--- src/rtl/sram_bank_we.sv ---
// Synchronous RAM with one read port, one write port, per-word write enables and registered read data.
// Optional macro SRAM_RESET_CLEAR_EN: reset also clears every row of the array.
module sram_bank_we #(
    parameter int WIDTH        = 64,
    parameter int LOG_NUM_ROWS = 4,
    parameter int WORD_SIZE    = 32
) (
    input  logic                    clk,
    input  logic                    reset,
    input  logic [LOG_NUM_ROWS-1:0] readAddr,
    input  logic [LOG_NUM_ROWS-1:0] writeAddr,
    input  logic [WIDTH-1:0]        writeData,
    input  logic [WIDTH/WORD_SIZE-1:0] writeEnable,
    output logic [WIDTH-1:0]        readData
);
    localparam int NUM_ROWS  = 1 << LOG_NUM_ROWS;
    localparam int NUM_WORDS = WIDTH / WORD_SIZE;

    if (WIDTH % WORD_SIZE != 0) begin : g_width_check
        $error("sram_bank_we: WIDTH must be a multiple of WORD_SIZE");
    end

`ifdef SRAM_RESET_CLEAR_EN
    logic [WIDTH-1:0] mem_q [NUM_ROWS];
`else
    // Array starts cleared so unwritten rows never read back as X.
    logic [WIDTH-1:0] mem_q [NUM_ROWS] = '{default: '0};
`endif

    logic [WIDTH-1:0] read_d;
    logic [WIDTH-1:0] read_q;

    // Write-first per word: a same-row write overrides only the enabled words.
    always_comb begin
        read_d = mem_q[readAddr];
        for (int i = 0; i < NUM_WORDS; i++) begin
            if (writeEnable[i] && (readAddr == writeAddr)) begin
                read_d[i*WORD_SIZE +: WORD_SIZE] = writeData[i*WORD_SIZE +: WORD_SIZE];
            end
        end
    end

    always_ff @(posedge clk) begin
        if (reset) begin
            read_q <= '0;
`ifdef SRAM_RESET_CLEAR_EN
            for (int r = 0; r < NUM_ROWS; r++) begin
                mem_q[r] <= '0;
            end
`endif
        end else begin
            read_q <= read_d;
            for (int i = 0; i < NUM_WORDS; i++) begin
                if (writeEnable[i]) begin
                    mem_q[writeAddr][i*WORD_SIZE +: WORD_SIZE] <= writeData[i*WORD_SIZE +: WORD_SIZE];
                end
            end
        end
    end

    assign readData = read_q;
endmodule

--- config.mk ---
export PLATFORM = sky130hd
export DESIGN_NAME = sram_bank_we
export DESIGN_NICKNAME = d
export VERILOG_FILES = /design/src/rtl/sram_bank_we.sv
export SDC_FILE = /design/constraint.sdc
export NUM_CORES = 1
export LEC_CHECK = 0
export ABC_AREA = 1
export BUFFER_PORTS_ARGS = -buffer_cell sky130_fd_sc_hd__buf_2
export CORE_UTILIZATION = 60
export CTS_CLUSTER_SIZE = 40
export DETAILED_ROUTE_END_ITERATION = 8
export GPL_ROUTABILITY_DRIVEN = 0
export PLACE_DENSITY = 0.73
export RECOVER_POWER = 50
export SYNTH_ARGS = -nofsm -noshare
export SYNTH_HDL_FRONTEND = slang
export SYNTH_SLANG_ARGS = --single-unit
--- constraint.sdc ---
create_clock -name clk -period 3.3 [get_ports clk]
set_clock_uncertainty 0.05 [all_clocks]
set_input_delay 0.33 -clock clk [delete_from_list [all_inputs] [get_ports clk]]
set_output_delay 0.33 -clock clk [all_outputs]
set_load 0.05 [all_outputs]
* Word-level counts from Yosys, hierarchy flattened
Memories as Yosys holds them, arrays and structs flattened. A register that Yosys moved wholly into a read port is not among the register bits.
Index checks and enable logic that the tools add are counted.
Widths: inputs -> output; s select.
** Storage, ports and cells
- Register bits after elaboration :: 0
- RAM bits :: 1024
- Input bits :: 76
- Logic and storage cells :: 7
- Memories :: 1
** Memory list
- mem_q :: depth 16, width 64, rd ports 1, clocked after Yosys merged registers in 1, wr ports 1, RTL line 27 : logic [WIDTH-1:0] mem_q [NUM_ROWS] = '{default: '0};
** Operators by class
- Mux-type cells :: 6
** Operators with widths (number)
- $mux 1 :: 6

* Depth between registers and ports, before layout
Gate-level depths: netlist of the first run.
- Depth in word-level cells :: 3
- Mapped depth :: 12
- Mapped depth without buffers :: 9

* Worst setup path after synthesis of the first run
No wires, ideal clock.
- Kind :: input-to-reg
- From :: input reset
- To :: memory mem_q[15][32] (enable)
- Data arrival time :: 2126 ps
- Data required time :: 2829 ps
- Slack :: 703 ps
- Stages :: 4
- Path buffers :: 1
- Cells stage by stage :: inv_1 nand2_1 clkbuf_1 nor2_1
** On the way
- Word-level cells in the longest chain between the ends :: 2
** Ends and longest elaborated chain
- from (decl) :: RTL line 9 : input logic reset,
- $mux 1 :: RTL line 44 : if (reset) begin
- $mux 1 (implied by the code) :: RTL line 55 : mem_q[writeAddr][i*WORD_SIZE +: WORD_SIZE] <= writeData[i*WORD_SIZE +: WORD_SIZE];
- to (decl) :: RTL line 27
Every way passes these cells.

* Final worst setup path of the first run
- From :: input reset
- To :: memory mem_q[14][4] (enable)
The elaborated chain is that of the path after synthesis.

==> results, run 1 <==
- The buffer type at the clock tree root is sky130_fd_sc_hd__clkbuf_16.
- The max-slew violation count was 0.
- For this run, the top clock speed supported by timing is just over 0.4 GHz.
- In this run the tool buffered the top-level ports with about 140 buffer cells.
- The initial antenna violation count is 3.
- The met1 layer usage reported by global route is about 40%.
- The number of buffers added for setup after CTS is 0.
- The floorplan die area is 77220 um^2.
- The number of nets in the synthesized netlist is 4485.
- The worst voltage drop across the vdd grid is about 480 uV.
- The setup total negative slack is 0 ns.
- Pin placement for this block handled 140 I/O pins.
- The count of fill cells added during filler insertion is 5335.
- The post-DP HPWL is 53.45 mm.
- The critical path is of the in -> reg type.
- The required time at the endpoint of the critical path is 3.59 ns.
- Global routing consumed, on the met3 layer, 4.523% of the routing resources.
- The worst register-to-register path has a depth of 8.
- In this run the register-to-register setup slack is 2.05 ns.
- Setup repair after global routing left no endpoint under its margin.
- The post-synthesis cell area is 45670 um^2.
- The depth of the worst hold-timing path is 4.
- The launch point of the worst hold path is reset.
- The leakage power is 0.02185 uW.
- The met2 routing resource usage after global routing is 47.62%.
- The setup violation total in the final timing report is 0.
- Entering global routing, the biggest net connects ~190 pins.
- The number of sinks on the clock net is 1088.
- The worst setup path is captured at a register.
- The headroom to the max-slew limit is 4.273%.
- The clock tree synthesis step divided the H-tree into 3 levels.
- The TritonCTS clock tree is built.
- The gate count of the mapped netlist is 4409.
- The clock passes through at most 3 buffers.
- STA classifies the critical path startpoint as an input pin.
- Measured on the finished design, the core utilization comes to 68.80%.
- The most used routing layer is met2.
- The slew at the pin closest to its max-slew limit is between 1 and 1.5 ns.
- The net count of the finished layout is 4617.
- The via density per instance is 5.483.
- The endpoint identified for the worst register-to-register timing path is readData[18]$_SDFF_PP0_.
- The overall die height is 277.9 um.
- The max-cap check violation count is 0.
- The first global-routing pass estimated 170.4 mm of wire.
- The arrival time at the worst endpoint is ~2.7 ns.
- The reg-to-reg critical path startpoint is mem_q[9][18]$_DFFE_PP_.
- The number of violations reported at the end of detailed-routing iteration 0 is between 3000 and 4000.
- The share of final-layout standard cells stronger than drive strength 1 is 7.621%.
- The post-route antenna net violation count is 0.
- Global routing consumed, over all layers together, 28.99% of the routing resources.
- The run finished with clean final reports.
- The number of endpoints with negative hold slack in the final report is 0.
- The total number of vias is around 31000.
- The number of library cell types mapped by synthesis is 16.
- After detailed routing, the number of remaining DRC violations is 0.
- The post-detailed-route wirelength per cell is 19.76 um.
- In this run the mean area of a mapped cell was 10.36 um^2.
- The clock transition at the registers of the reported paths is 0.06 ns.
- The total power divided by cell area is 579.5 nW/um^2.
- The remaining global-route overflow is 0.
- The total number of placement rows is 100.
- The worst-path maximum fanout is 22.
- The first TritonRoute pass finished after 5 iterations.
- The share of the yosys chip area belonging to registers is a little over two thirds.
- The via count of the first global-routing pass was 29800.
- The post-route fraction of the period consumed by the critical path is 73.23%.
- The final critical delay including setup and external delays is 2.417 ns.
- Synthesis inferred ~1100 register bits.
- The core region is 74820 um^2.
- The clock latency on the worst-skew pair is approximately 0.67 ns.
- The number of warning messages in the yosys log is 0.
- The layout-stage area growth over the synthesis result is 12.71%.
- The horizontal die dimension is 277.9 um.
- The initial cell density of the core is 61.04%.
- For hold timing, the worst endpoint is readData[49]$_SDFF_PP0_.
- The number of clock buffers added by TritonCTS is 108.
- The path class of the tightest hold or removal check is in -> reg.
- Summed over all layers, the routed wires come to 110.7 mm.
-- cell families (layout without fill, tap and decap cells) --
group                     after synthesis  after routing  share of synthesized area (%)
and+or+nand+nor                      2497           2497                          22.53
DFF                                  1088           1088                          70.14
buffers and inverters                 821           1044                          7.271
xor gates and xnor gates                3              3                        0.05754
other                                   0              1                              0
-- synth_stat cells, drive strengths merged --
library cell	instances	area share, %
inv	589	4.8
buf	184	2.0
clkbuf	48	0.39
nand2	1623	13
edfxtp	1024	67
xor2	3	0.058
nand3	706	7.8
dfxtp	64	2.8
nor2	168	1.4
-- worst max-delay path: stages --
cell and delay (ns):
sky130_fd_sc_hd__buf_4 0.24, sky130_fd_sc_hd__inv_1 0.12, sky130_fd_sc_hd__nand2_1 0.06, sky130_fd_sc_hd__clkbuf_2 0.50, sky130_fd_sc_hd__nor2_4 1.00, sky130_fd_sc_hd__buf_4 0.43
-- cell type report --
type                       instances  area, um^2  share of cell area, %
multi-input combinational       2500       10560                  20.51
tap                              969        1212                  2.355
inverter                         589        2242                  4.356
timing repair buffer             254        1805                  3.508
clock inverter                    65       621.8                  1.208
clock buffer                     136        3002                  5.831
antenna                            1       2.502               0.004861
sequential                      1088       32030                  62.23
-- cell usage in the layout (no fill, tap or decap), types with 5 or more instances in the layout --
cell type                          n
sky130_fd_sc_hd__clkbuf_2          5
sky130_fd_sc_hd__buf_4            49
sky130_fd_sc_hd__buf_12           15
sky130_fd_sc_hd__clkbuf_8         13
sky130_fd_sc_hd__dlygate4sd3_1    48
sky130_fd_sc_hd__nand3_1         704
sky130_fd_sc_hd__nor2_1          134
sky130_fd_sc_hd__nand2_1        1623
sky130_fd_sc_hd__dfxtp_1          64
sky130_fd_sc_hd__buf_2            70
sky130_fd_sc_hd__clkbuf_16       111
sky130_fd_sc_hd__bufinv_16        12
sky130_fd_sc_hd__edfxtp_1       1024
sky130_fd_sc_hd__nor2_4           33
sky130_fd_sc_hd__clkinv_1         18
sky130_fd_sc_hd__clkinv_2         29
sky130_fd_sc_hd__inv_1           585
sky130_fd_sc_hd__clkbuf_1         76
-- through the flow --
stage	cell area, um^2	hold slack [ns]	instances	worst slack [ns]	power (uW)
finish	51470	0.1392	5602	0.8835	29830
global route	51470	0.1438	5601	0.8227	30650
CTS	51580	0.0002190	5601	1.341	29930
detailed placement	47470	0.6704	5352	0.6597	17630
global placement	47470	0.6679	5352	0.6960	17600
floorplan	45670	0.3789	4409	0.7026	16920
-- per-layer routing --
| layer | vias up | wire, um |
|---|---|---|
| met3 | 225 | 9846 |
| met2 | 1415 | 53070 |
| met1 | 14500 | 44540 |
| met4 | 6 | 3230 |
| li1 | 14570 | - |
| met5 | - | 35 |
-- registers in the layout (all words and copies together), names as in the netlist --
| name | count |
|---|---|
| mem_q | 1024 |
| readData | 64 |
-- worst max-delay path by stage --
stage | start | to | slack, ns | cells after the start
3_3_place_gp | reset | mem_q[8][25]$_DFFE_PP_ | 0.70 | 6
5_1_grt | reset | readData[7]$_SDFF_PP0_ | 0.82 | 11
6_report | reset | mem_q[14][4]$_DFFE_PP_ | 0.88 | 6
3_5_place_dp | reset | mem_q[14][9]$_DFFE_PP_ | 0.66 | 6
4_1_cts | reset | mem_q[14][5]$_DFFE_PP_ | 1.34 | 6
2_1_floorplan | reset | mem_q[15][32]$_DFFE_PP_ | 0.70 | 4
-- timing repair --
item,CTS,global route
resized for setup,0,0
hold endpoints to repair,651,0
hold buffers,48,0
-- power breakdown --
part           total, uW  internal (uW)  leakage [uW]  switching (uW)
combinational       2020            518        0.0103            1500
clock              12400           7340       0.00180            5090
sequential         15400          15300       0.00976            67.8
total              29800          23200        0.0219            6660
(Power assumes the default switching activity.)
==> run 2, diff against run 1 <==
- clock period: 3.3 -> 2.5 ns (I/O delays scaled with it)
==> run 2 against run 1 <==
- wire length up 2.3%
- sequential share of layout area is 0.68 points lower
- core utilization increased by 0.76 points
- non-clock buffer count is 41 higher
- highest routed layer unchanged
- global-route usage grew 0.54 points
==> results, run 2 (same netlist as run 1, synthesis figures left out) <==
- The total detailed-routing wirelength came to 113.3 mm (+2.3%).
- The horizontal die dimension is 277.9 um (unchanged).
- The DRC violations left came to 0 (unchanged).
- In this run the most critical hold path is launched from readAddr[2].
- The depth of the worst register-to-register path was 8 (unchanged).
- The number of antenna repair diodes came to 0 (-1).
- The count of fill cells added during filler insertion is 5218 (-2.2%).
- The flip-flop count of the largest register, all copies and words added was 1024 (unchanged).
- The cell with the largest stage delay on the worst path is sky130_fd_sc_hd__clkbuf_1.
- The largest register by flop count is mem_q.
- The setup violation total in the final timing report is 0 (unchanged).
- The number of hold buffers added after cts is 64 (+33%).
- The critical path is of the in -> reg type.
- The slew at the pin closest to its max-slew limit came to 1.062 ns (-0.3743 ns).
- The first-pass GRT wire length is 173.6 mm (+1.9%).
- The worst min-delay path class is in -> reg.
- The commonest non-fill, non-tap cell in the layout is sky130_fd_sc_hd__nand2_1.
- The buffer type at the clock tree root is sky130_fd_sc_hd__clkbuf_16.
- The clock transition at the registers of the reported paths is 0.06 ns (about the same).
- The total power divided by cell area is 750.8 nW/um^2 (+30%).
- The floorplan die area was 77220 um^2 (unchanged).
- The flow ran to the end, and the final reports show no timing, DRC or antenna violations.
- The library cells used most frequently in the layout, excluding fill and tap cells, are 1623 x sky130_fd_sc_hd__nand2_1, 1024 x sky130_fd_sc_hd__edfxtp_1, 704 x sky130_fd_sc_hd__nand3_1, 585 x sky130_fd_sc_hd__inv_1, 141 x sky130_fd_sc_hd__nor2_1.
- The number of buffers added for setup after CTS is 0 (unchanged).
- The max-slew violation count came to 0 (unchanged).
- Among cell families on the critical path, the largest total delay comes from buffers and inverters.
- The first-pass iteration count of the detailed router is 5 (unchanged).
- The share of final-layout standard cells stronger than drive strength 1 was 7.598% (-0.022 points).
- The leakage power is 0.02205 uW (+0.90%).
- The number of sinks on the clock net came to 1088 (unchanged).
- The critical path goes through clkbuf_1, inv_1, nand2_1, clkbuf_2, nor2_1, clkbuf_1.
- The depth of the CTS H-tree came to 3 (unchanged).
- The number of clock buffers inserted by TritonCTS is 106 (-1.9%).
- The reg-to-reg endpoint is readData[49]$_SDFF_PP0_.
- The arrival time at the worst endpoint came to 2.21 ns (-0.50 ns).
- The utilization of the core after routing came to 69.56% (+0.76 points).
- The delay of the slowest cell on the worst path is 0.77 ns (-0.23 ns).
- The number of endpoints with negative hold slack in the final report was 0 (unchanged).
- The final instance count without filler cells is 5641 (+0.70%).
- The path with the worst hold slack has its endpoint at readData[19]$_SDFF_PP0_.
- The remaining global-route overflow is 0 (unchanged).
- For this run, the top clock speed supported by timing is 0.5065 GHz.
- The overall die height was 277.9 um (unchanged).
- STA classifies the critical path startpoint as an input pin.
- The post-placement setup slack is 0.4220 ns (-0.2377 ns).
- The combined buffer and inverter count along the critical path is 4 (unchanged).
- The cell with the most instances on the worst path is sky130_fd_sc_hd__clkbuf_1.
- The setup total negative slack is 0 ns (unchanged).
- The power share of the combinational group is 7.0% (+0.2 points).
- The cell-internal power came to 30310 uW (+31%).
- The slack of the worst reg-to-reg path was 1.27 ns (-0.78 ns).
- The clock power share is 41.0% (-0.7 points).
- The worst voltage drop across the vdd grid is 706.4 uV (+48%).
- The via density per instance is 5.555 (+1.3%).
- The post-route antenna net violation count is 0 (unchanged).
- The part of the power in registers is 52.0% (+0.4 points).
- The cell depth of the worst setup path is 6 (unchanged).
- TritonCTS built the clock tree.
- The clock latency on the worst-skew pair is 0.68 ns (about the same).
- The headroom to the max-slew limit is 29.23% (+25 points).
- The worst-path maximum fanout is 16 (-27%).
- The largest net degree at the start of global routing is 176 (-7.9%).
- The post-detailed-route wirelength per cell is 20.08 um (+1.6%).
- The via count of the first global-routing pass was 30670 (+2.9%).
- STA classifies the critical path endpoint as a register.
- The I/O pin count was 140 (unchanged).
- The reg-to-reg critical path startpoint is mem_q[15][49]$_DFFE_PP_.
- The required time at the endpoint of the critical path is 2.73 ns (-0.86 ns).
- The initial cell density of the core is 61.04% (unchanged).
- The layout-stage area growth over the synthesis result is 13.96%.
- The final critical delay including setup and external delays is 1.974 ns.
- The least setup slack across all paths after layout was 0.5255 ns (-0.3579 ns).
- The depth of the worst hold-timing path is 6 (+2).
- The total number of placement rows is 100 (unchanged).
- The switching share of power was 22.43% (+0.11 points).
- The maximum root-to-sink buffer count is 3 (unchanged).
- The placeable core region is 74820 um^2 (unchanged).
- The initial antenna violation count is 1 (-2).
- The total number of vias is 31340 (+2.0%).
- The instance count after placement with tap cells included is 5377 (+0.47%).
- The max-cap check violation count is 0 (unchanged).
- The post-route fraction of the period consumed by the critical path is 78.98%.
- The number of violations reported at the end of detailed-routing iteration 0 was 3116 (-11%).
- Setup repair after global routing left no endpoint under its margin.
- The count of port buffers added during placement came to 139 (unchanged).
- The post-DP HPWL is 56.68 mm (+6.0%).
- The power spent charging and discharging nets came to 8764 uW (+32%).
- The number of cells upsized or downsized after cts is 0 (unchanged).
- The number of nets at the end of the flow is 4656 (+0.84%).
- The all-layer global routing usage is 29.52% (+0.54 points).
run 2: changes by cell type in the layout (fill, tap and decap cells not counted), moves of 3 or more:
cell and change:
sky130_fd_sc_hd__buf_12 +31, sky130_fd_sc_hd__buf_4 -9, sky130_fd_sc_hd__bufinv_16 -4, sky130_fd_sc_hd__clkbuf_1 +28, sky130_fd_sc_hd__clkbuf_16 -3, sky130_fd_sc_hd__clkbuf_2 -3, sky130_fd_sc_hd__clkbuf_8 +6, sky130_fd_sc_hd__clkinv_1 -13
sky130_fd_sc_hd__clkinv_2 -11, sky130_fd_sc_hd__dlygate4sd3_1 +16, sky130_fd_sc_hd__nor2_1 +7, sky130_fd_sc_hd__nor2_4 -7
run 2: cell type report:
type | instances | area [um^2] | area share [%]
well taps | 969 | 1212 | 2.330
inverters | 589 | 2242 | 4.308
multi-input cells | 2500 | 10510 | 20.19
clock inverters | 39 | 435.4 | 0.8366
flip-flops and latches | 1088 | 32030 | 61.55
repair buffers | 295 | 2526 | 4.854
clock buffers | 161 | 3092 | 5.941
run 2: worst max-delay path by stage:
stage,start,to,slack (ns)
2_1_floorplan,reset,mem_q[15][32]$_DFFE_PP_,-0.02
3_3_place_gp,writeAddr[2],mem_q[5][22]$_DFFE_PP_,0.43
3_5_place_dp,writeAddr[2],mem_q[5][23]$_DFFE_PP_,0.42
4_1_cts,readData[19]$_SDFF_PP0_,readData[19],0.75
5_1_grt,reset,mem_q[13][3]$_DFFE_PP_,0.53
6_report,reset,mem_q[15][31]$_DFFE_PP_,0.53
run 2: power by group through the flow:
stage / combinational (uW) / sequential (uW) / clock [uW]
after global placement: 2610 / 20700 / 0
after global routing: 2990 / 20300 / 16800
after floorplan: 1360 / 21000 / 0
after CTS: 2760 / 20300 / 16200
after detailed placement: 2660 / 20700 / 0
final: 2750 / 20300 / 16000
run 2: routing by layer:
layer	routed length, um	up-vias	track usage (%)
li1	-	14640	-
met1	43980	14970	38.86
met2	56050	1469	50.00
met5	10	-	0
met4	3731	2	11.01
met3	9499	254	4.287
run 2: through the flow:
step,area [um^2],hold slack (ns),total power [uW]
5_1_grt,52040,0.1028,40120
3_3_place_gp,48040,0.5882,23290
2_1_floorplan,45670,0.2989,22330
4_1_cts,52200,0.05744,39210
6_report,52040,0.08187,39070
3_5_place_dp,48040,0.5952,23340
run 2: worst min-delay path, delay by kind of cell:
family,cells,cell delay [ns]
AND/OR/NAND/NOR,3,0.24
buffers and inverters,3,0.26
